## src/rtl/flag_unit_pkg.sv

```systemverilog
// Shared definitions for the condition-flag unit: flag bit positions,
// flag vector width, hazard FSM state encoding and a packing helper.
package flag_unit_pkg;

  localparam int FLAG_W = 4;
  localparam int FLAG_N = 3;
  localparam int FLAG_Z = 2;
  localparam int FLAG_V = 1;
  localparam int FLAG_C = 0;

  typedef logic [FLAG_W-1:0] flags_t;

  typedef enum logic {
    ST_IDLE = 1'b0,
    ST_WAIT = 1'b1
  } fsm_state_e;

  // Build a flag vector in the fixed {N,Z,V,C} order.
  function automatic flags_t pack_flags(input logic n, input logic z,
                                        input logic v, input logic c);
    flags_t f;
    f         = '0;
    f[FLAG_N] = n;
    f[FLAG_Z] = z;
    f[FLAG_V] = v;
    f[FLAG_C] = c;
    return f;
  endfunction

endpackage

```

## src/rtl/flag_unit_if.sv

```systemverilog
// Bundle between the EX ALU / ID branch logic and the flag unit.
// Handshake: there is no valid/ready pair here. ex_valid qualifies the EX
// flag inputs for the current cycle only; flagStall is the sole back-pressure
// signal and, when high, the ID stage must hold its instruction for one more
// cycle (the flag unit never waits on the consumer).
interface flag_unit_if;
  import flag_unit_pkg::*;

  logic   ex_valid;
  logic   ex_setFlags;
  logic   ex_negative;
  logic   ex_overflow;
  logic   ex_carry_out;
  logic   ex_zero;
  logic   id_condBr;
  logic   flush;
  logic   negative;
  logic   overflow;
  logic   carry_out;
  logic   zero;
  logic   flagStall;
  flags_t flags_q;

  // Pipeline side: drives EX/ID status, consumes flags and stall.
  modport master (
    output ex_valid, ex_setFlags, ex_negative, ex_overflow, ex_carry_out,
           ex_zero, id_condBr, flush,
    input  negative, overflow, carry_out, zero, flagStall, flags_q
  );

  // Flag unit side.
  modport slave (
    input  ex_valid, ex_setFlags, ex_negative, ex_overflow, ex_carry_out,
           ex_zero, id_condBr, flush,
    output negative, overflow, carry_out, zero, flagStall, flags_q
  );

endinterface

```

## src/rtl/flag_unit_flag_reg.sv

```systemverilog
// Architectural NZVC register: synchronous reset to a configurable value,
// loads on write enable, otherwise holds.
module flag_reg
  import flag_unit_pkg::*;
#(
  parameter flags_t RESET_FLAGS = '0
) (
  input  logic   clk,
  input  logic   reset,
  input  logic   we,
  input  flags_t wdata,
  output flags_t data_o
);

  flags_t data_q;
  flags_t data_d;

  // Next value: load new flags when written, else hold.
  always_comb begin
    data_d = data_q;
    if (we) begin
      data_d = wdata;
    end
  end

  // Register with synchronous active-high reset.
  always_ff @(posedge clk) begin
    if (reset) begin
      data_q <= RESET_FLAGS;
    end else begin
      data_q <= data_d;
    end
  end

  assign data_o = data_q;

endmodule

```

## src/rtl/flag_unit.sv

```systemverilog
// Condition-flag producer: holds NZVC, and either forwards in-flight EX flags
// to the ID branch logic (FWD_EX=1) or stalls ID for one cycle (FWD_EX=0) so
// a conditional branch never sees stale flags.
module flag_unit
  import flag_unit_pkg::*;
#(
  parameter bit     FWD_EX      = 1'b1,
  parameter flags_t RESET_FLAGS = 4'b0000
) (
  input  logic        clk,
  input  logic        reset,
  flag_unit_if.slave  fif,
  output fsm_state_e  state_o
);

  fsm_state_e state_q;
  fsm_state_e state_d;
  flags_t     ex_flags;
  flags_t     reg_flags;
  flags_t     out_flags;
  logic       wr;
  logic       stall;

  assign ex_flags = pack_flags(fif.ex_negative, fif.ex_zero,
                               fif.ex_overflow, fif.ex_carry_out);

  // A flush kills the EX instruction, so it may neither write nor forward.
  assign wr = fif.ex_valid & fif.ex_setFlags & ~fif.flush;

  flag_reg #(
    .RESET_FLAGS (RESET_FLAGS)
  ) u_flag_reg (
    .clk    (clk),
    .reset  (reset),
    .we     (wr),
    .wdata  (ex_flags),
    .data_o (reg_flags)
  );

  // Flag source for the branch logic: live EX flags when forwarding a write.
  always_comb begin
    out_flags = reg_flags;
    if (FWD_EX && wr) begin
      out_flags = ex_flags;
    end
  end

  // Hazard FSM: one stall cycle while a flag-setter in EX meets a B.cond in
  // ID; in WAIT the new flags are architectural, so the branch resolves.
  always_comb begin
    state_d = state_q;
    stall   = 1'b0;
    if (!FWD_EX) begin
      case (state_q)
        ST_IDLE: begin
          if (fif.id_condBr && wr) begin
            stall   = 1'b1;
            state_d = ST_WAIT;
          end
        end
        ST_WAIT: begin
          state_d = ST_IDLE;
        end
        default: begin
          state_d = ST_IDLE;
        end
      endcase
    end
  end

  // State register; reset also abandons any pending WAIT.
  always_ff @(posedge clk) begin
    if (reset) begin
      state_q <= ST_IDLE;
    end else begin
      state_q <= state_d;
    end
  end

  assign fif.negative  = out_flags[FLAG_N];
  assign fif.zero      = out_flags[FLAG_Z];
  assign fif.overflow  = out_flags[FLAG_V];
  assign fif.carry_out = out_flags[FLAG_C];
  assign fif.flagStall = stall;
  assign fif.flags_q   = reg_flags;
  assign state_o       = state_q;

endmodule

```

## src/flat_wrapper.sv

```systemverilog
// flat-port wrapper written by rule: the top's interface ports become plain ports
module flag_unit_flat import flag_unit_pkg::*;
#(
  parameter bit     FWD_EX      = 1'b1,
  parameter flags_t RESET_FLAGS = 4'b0000
)
  (clk, reset, state_o, fif_ex_valid, fif_ex_setFlags, fif_ex_negative, fif_ex_overflow, fif_ex_carry_out, fif_ex_zero, fif_id_condBr, fif_flush, fif_negative, fif_overflow, fif_carry_out, fif_zero, fif_flagStall, fif_flags_q);
  flag_unit_if fif_i ();
  input  logic clk;
  input  logic reset;
  output fsm_state_e state_o;
  input wire logic [$bits(fif_i.ex_valid)-1:0] fif_ex_valid;
  input wire logic [$bits(fif_i.ex_setFlags)-1:0] fif_ex_setFlags;
  input wire logic [$bits(fif_i.ex_negative)-1:0] fif_ex_negative;
  input wire logic [$bits(fif_i.ex_overflow)-1:0] fif_ex_overflow;
  input wire logic [$bits(fif_i.ex_carry_out)-1:0] fif_ex_carry_out;
  input wire logic [$bits(fif_i.ex_zero)-1:0] fif_ex_zero;
  input wire logic [$bits(fif_i.id_condBr)-1:0] fif_id_condBr;
  input wire logic [$bits(fif_i.flush)-1:0] fif_flush;
  output wire logic [$bits(fif_i.negative)-1:0] fif_negative;
  output wire logic [$bits(fif_i.overflow)-1:0] fif_overflow;
  output wire logic [$bits(fif_i.carry_out)-1:0] fif_carry_out;
  output wire logic [$bits(fif_i.zero)-1:0] fif_zero;
  output wire logic [$bits(fif_i.flagStall)-1:0] fif_flagStall;
  output wire logic [$bits(fif_i.flags_q)-1:0] fif_flags_q;
  assign fif_i.ex_valid = fif_ex_valid;
  assign fif_i.ex_setFlags = fif_ex_setFlags;
  assign fif_i.ex_negative = fif_ex_negative;
  assign fif_i.ex_overflow = fif_ex_overflow;
  assign fif_i.ex_carry_out = fif_ex_carry_out;
  assign fif_i.ex_zero = fif_ex_zero;
  assign fif_i.id_condBr = fif_id_condBr;
  assign fif_i.flush = fif_flush;
  assign fif_negative = fif_i.negative;
  assign fif_overflow = fif_i.overflow;
  assign fif_carry_out = fif_i.carry_out;
  assign fif_zero = fif_i.zero;
  assign fif_flagStall = fif_i.flagStall;
  assign fif_flags_q = fif_i.flags_q;
  flag_unit #(.FWD_EX(FWD_EX), .RESET_FLAGS(RESET_FLAGS)) u_core (.clk(clk), .reset(reset), .fif(fif_i), .state_o(state_o));
endmodule
```

## config.mk

```make
export PLATFORM = sky130hd
export DESIGN_NAME = flag_unit_flat
export DESIGN_NICKNAME = d
export VERILOG_FILES = /design/src/rtl/flag_unit_pkg.sv /design/src/rtl/flag_unit_if.sv /design/src/rtl/flag_unit_flag_reg.sv /design/src/rtl/flag_unit.sv /design/src/flat_wrapper.sv
export SDC_FILE = /design/constraint.sdc
export NUM_CORES = 1
export LEC_CHECK = 0
export CAP_MARGIN = 20
export CORE_AREA = 5 5 42 44
export DETAILED_ROUTE_END_ITERATION = 12
export DIE_AREA = 0 0 47 49
export SYNTH_ARGS = -nofsm -noshare
export SYNTH_HDL_FRONTEND = slang
export SYNTH_HIERARCHICAL = 1
export SYNTH_SLANG_ARGS = --single-unit
```

## constraint.sdc

```tcl
create_clock -name clk -period 1.1 [get_ports clk]
set_input_delay 0.33 -clock clk [delete_from_list [all_inputs] [get_ports clk]]
set_output_delay 0.33 -clock clk [all_outputs]
set_load 0.005 [all_outputs]
```

# Word level (Yosys, flattened, before mapping)
# Cells that the tools add are included.
# totals
word_cells	5
output_inout_bits	10
input_bits	10
reg_bits	4
# op_classes
bitwise_logic	3
mux	1
# ops
cell	n
2-to-1 mux 4 bit	1
AND 1 bit	2
NOT 1 bit	1

# Longest topological paths before layout
# depth
depth_word	3
mapped_depth	5
ltp_nobuf	4

# By module
# Netlist, hierarchy kept.
# by_module_without_submodules
module	n_inst	area_each_um2	seq_area_each_um2	cells_per_inst
flag_reg	1	140.1	80.1	13
flag_unit	1	102.6	0.0	9

# Least setup slack after synthesis
# OpenSTA, ideal clock, no wires.
# synth_path
path_kind	input port to output port
start	input fif_flush
end	output fif_carry_out
stages	2
arrival_time_ns	0.817
path_buffers	0
slack_ns	-0.047
t_required_ns	0.770
cell_sequence	nand3b_4 mux2_4
# synth_between
elab_chain_len	3
# synth_rtl
element	line_no	text
from (decl)	flat_wrapper.sv:19	input wire logic [$bits(fif_i.flush)-1:0] fif_flush;
NOT 1 bit	flag_unit.sv:28	assign wr = fif.ex_valid & fif.ex_setFlags & ~fif.flush;
AND 1 bit	flag_unit.sv:28	
2-to-1 mux 4 bit	flag_unit.sv:43	if (FWD_EX && wr) begin
to (decl)	flat_wrapper.sv:22	output wire logic [$bits(fif_i.carry_out)-1:0] fif_carry_out;
# No other way between the ends.

# Final worst setup path
# layout_path
start	input fif_flush
end	output fif_zero
# layout_between
elab_chain_len	3
# layout_rtl
element	line_no	text
NOT 1 bit	flag_unit.sv:28	
AND 1 bit	flag_unit.sv:28	
2-to-1 mux 4 bit	flag_unit.sv:43	
to (decl)	flat_wrapper.sv:23	output wire logic [$bits(fif_i.zero)-1:0] fif_zero;
# No other way between the ends.

==> summary.md <==
| Metric | Value |
|---|---|
| Status | `finished, violations left` |
| Violated checks | `setup timing` |
| Crit path DAT | `1.13 ns` |
| Max Slew Vio Count | `0` |
| Multi-input logic area | `143 um2` |
| First-pass GRT wire length | `972 um` |
| Core Footprint | `1400 um2` |
| DR vias | `227` |
| CP required | `0.77 ns` |
| I/O Pins | `20` |
| Fill cells | `158` |
| Int Pwr | `352 uW` |
| Root buffer cell | `clkbuf_4` |
| Clock skew | `0 ns` |
| Final Cell Area | `518 um2` |
| Max FFs per register | `4` |
| Clock share of power | `39.8%` |
| Yosys cell types | `9` |
| Worst setup EP type | `output port` |
| Sw Share | `20.9%` |
| Setup slack, reg-to-reg | `0.37 ns` |
| Maximum clock rate | `684 MHz` |
| H-Tree Depth | `1` |
| Share of cells above drive strength 1 | `65.2%` |
| Via-to-Cell Ratio | `3.66` |
| Max-Cap Viols | `0` |
| Power Density | `859 nW/um2` |
| Clock network latency to the later pin of the worst-skew pair | `0.23 ns` |
| RSZ-0062 raised after global routing | `true` |
| Port bufs | `16` |
| Antenna cells | `0` |
| TNS Setup | `-1.43 ns` |
| Largest net degree at the start of global routing | `5` |
| Post-Syn Area | `243 um2` |
| Clk pin slew, worst setup/hold paths | `0.04 ns` |
| Register area share after synthesis | `33.0%` |
| GPL Wtd Cong | `0.603` |
| Placed Area | `437 um2` |
| Routed WL per cell | `9.15 um` |
| Post-cts hold buffer count | `0` |
| Max VDD drop | `0.000335 V` |
| Die Y | `49 um` |
| P_sw | `93.1 uW` |
| Post-DP HPWL | `471 um` |
| DRC | `0` |
| DRT Pass-1 Iters | `3` |
| Post-route ant nets | `0` |
| HP Class | `in2reg` |
| Final setup viols | `4` |
| Vias in the first global route | `232` |
| DIE WIDTH | `47 um` |
| Tmin final | `1.46 ns` |
| 1st-iter DRT viols | `1` |
| Period utilization | `133%` |
| Final worst setup slack | `-0.363 ns` |
| Hold Vio Cnt, Final | `0` |
| FF/Latch Area | `85.1 um2` |
| CTS buffer count | `3` |
| Post-synthesis area per instance | `11.0 um2` |
| Max FO, Critical Path | `3` |
| Final nets | `58` |
| TritonCTS clock tree | `yes` |
| Comb pwr share | `25.4%` |
| Row cnt | `14` |
| Reg power frac | `34.9%` |
| Initial Util | `17.3%` |
| P&R area growth vs syn | `113%` |
| Final Power | `445 uW` |
| Mapped Cells | `22` |
| Initial antenna violation count | `0` |
| Synthesized flop and latch total | `4` |
| CTS sink cnt | `4` |
| Largest buffer count on any clock path | `2` |
| Routed WL | `567 um` |
| Yosys Warn Count | `6` |
| GRT overflow | `0` |
| Gr usage total | `6.48%` |
| Die ar. | `2300 um2` |
| Dpl ws | `-0.959 ns` |
| Crit start category | `primary input` |
| P_leak | `0.000268 uW` |
| Crit Path Category | `in2out` |
-- Yosys cell counts --
master | instances | share of area, %
mux2i_1 | 4 | 16
nand3b_4 | 1 | 8.2
conb_1 | 1 | 1.5
dfxtp_1 | 4 | 33
mux2_4 | 4 | 25
buf_4 | 2 | 6.2
inv_1 | 1 | 1.5
clkbuf_2 | 1 | 2.1
nor2_1 | 4 | 6.2
-- area by class of cell --
cell class,instances,area share [%]
Sequential cell,4,16.4
Timing Repair Buffer,23,47.1
Inverter,1,0.725
Multi-Input combinational cell,15,27.5
Tap cell,16,3.86
Clock buffer,3,4.35
-- critical path: stages --
cell and delay [ns]:
buf_6 0.09, nand3b_4 0.17, buf_12 0.14, mux2_4 0.29, buf_6 0.11
-- worst paths after layout --
| kind | endpoint | cells past startpoint | start |
|---|---|---|---|
| max | fif_zero | 5 | fif_flush |
| min | u_core/u_flag_reg/data_o[3]$_SDFFE_PP0P_ | 3 | fif_ex_negative |
| max reg2reg | u_core/u_flag_reg/data_o[0]$_SDFFE_PP0P_ | 3 | u_core/u_flag_reg/data_o[0]$_SDFFE_PP0P_ |
| min reg2reg | u_core/u_flag_reg/data_o[3]$_SDFFE_PP0P_ | 3 | u_core/u_flag_reg/data_o[3]$_SDFFE_PP0P_ |
-- stage by stage --
step / cells / hold WS, ns / utilization, %
CTS: 62 / 0.483 / 37.0
floorplan: 23 / 0.402 / -
detailed placement: 56 / 0.585 / 31.2
global placement: 56 / 0.583 / 31.2
global route: 62 / 0.512 / 37.0
finish: 62 / 0.484 / 37.0
-- power by group through the flow --
stage | registers [uW] | clock network [uW] | logic [uW]
6_report | 155 | 177 | 113
5_1_grt | 156 | 211 | 122
4_1_cts | 155 | 189 | 115
3_5_place_dp | 155 | 0 | 103
3_3_place_gp | 155 | 0 | 103
2_1_floorplan | 157 | 0 | 39.4
-- cells by family (layout without fill, tap and decap cells) --
logic type,Yosys count,after routing,share of synthesized area (%)
buffers and inverters,4,27,9.79
flip-flops,4,4,33.0
multiplexers,8,8,41.2
other,1,2,1.54
AND/OR/NAND/NOR,5,5,14.4
-- cells in the final DEF, fill, tap and decap left out --
master,n
nor2_1,4
mux2_4,4
conb_1,2
buf_12,1
mux2i_1,4
dfxtp_2,4
buf_6,15
inv_1,1
buf_2,2
nand3b_4,1
clkbuf_4,3
dlygate4sd2_1,4
clkdlybuf4s50_1,1
-- repair_timing --
action,in CTS,in global routing
endpoints found under the setup margin,12,9
resized for setup,66,1
setup buffers,3,1
endpoints found under the hold margin,0,0
pin swaps,1,0
-- per-layer routing --
layer	global-route usage (%)	part of all wire, %	vias up
met2	8.60	57	9
met1	5.49	29	101
li1	-	-	117
met4	6.91	0	0
met5	0	0	-
met3	5.17	14	0
Note: power is estimated with default switching activity, not from simulation.
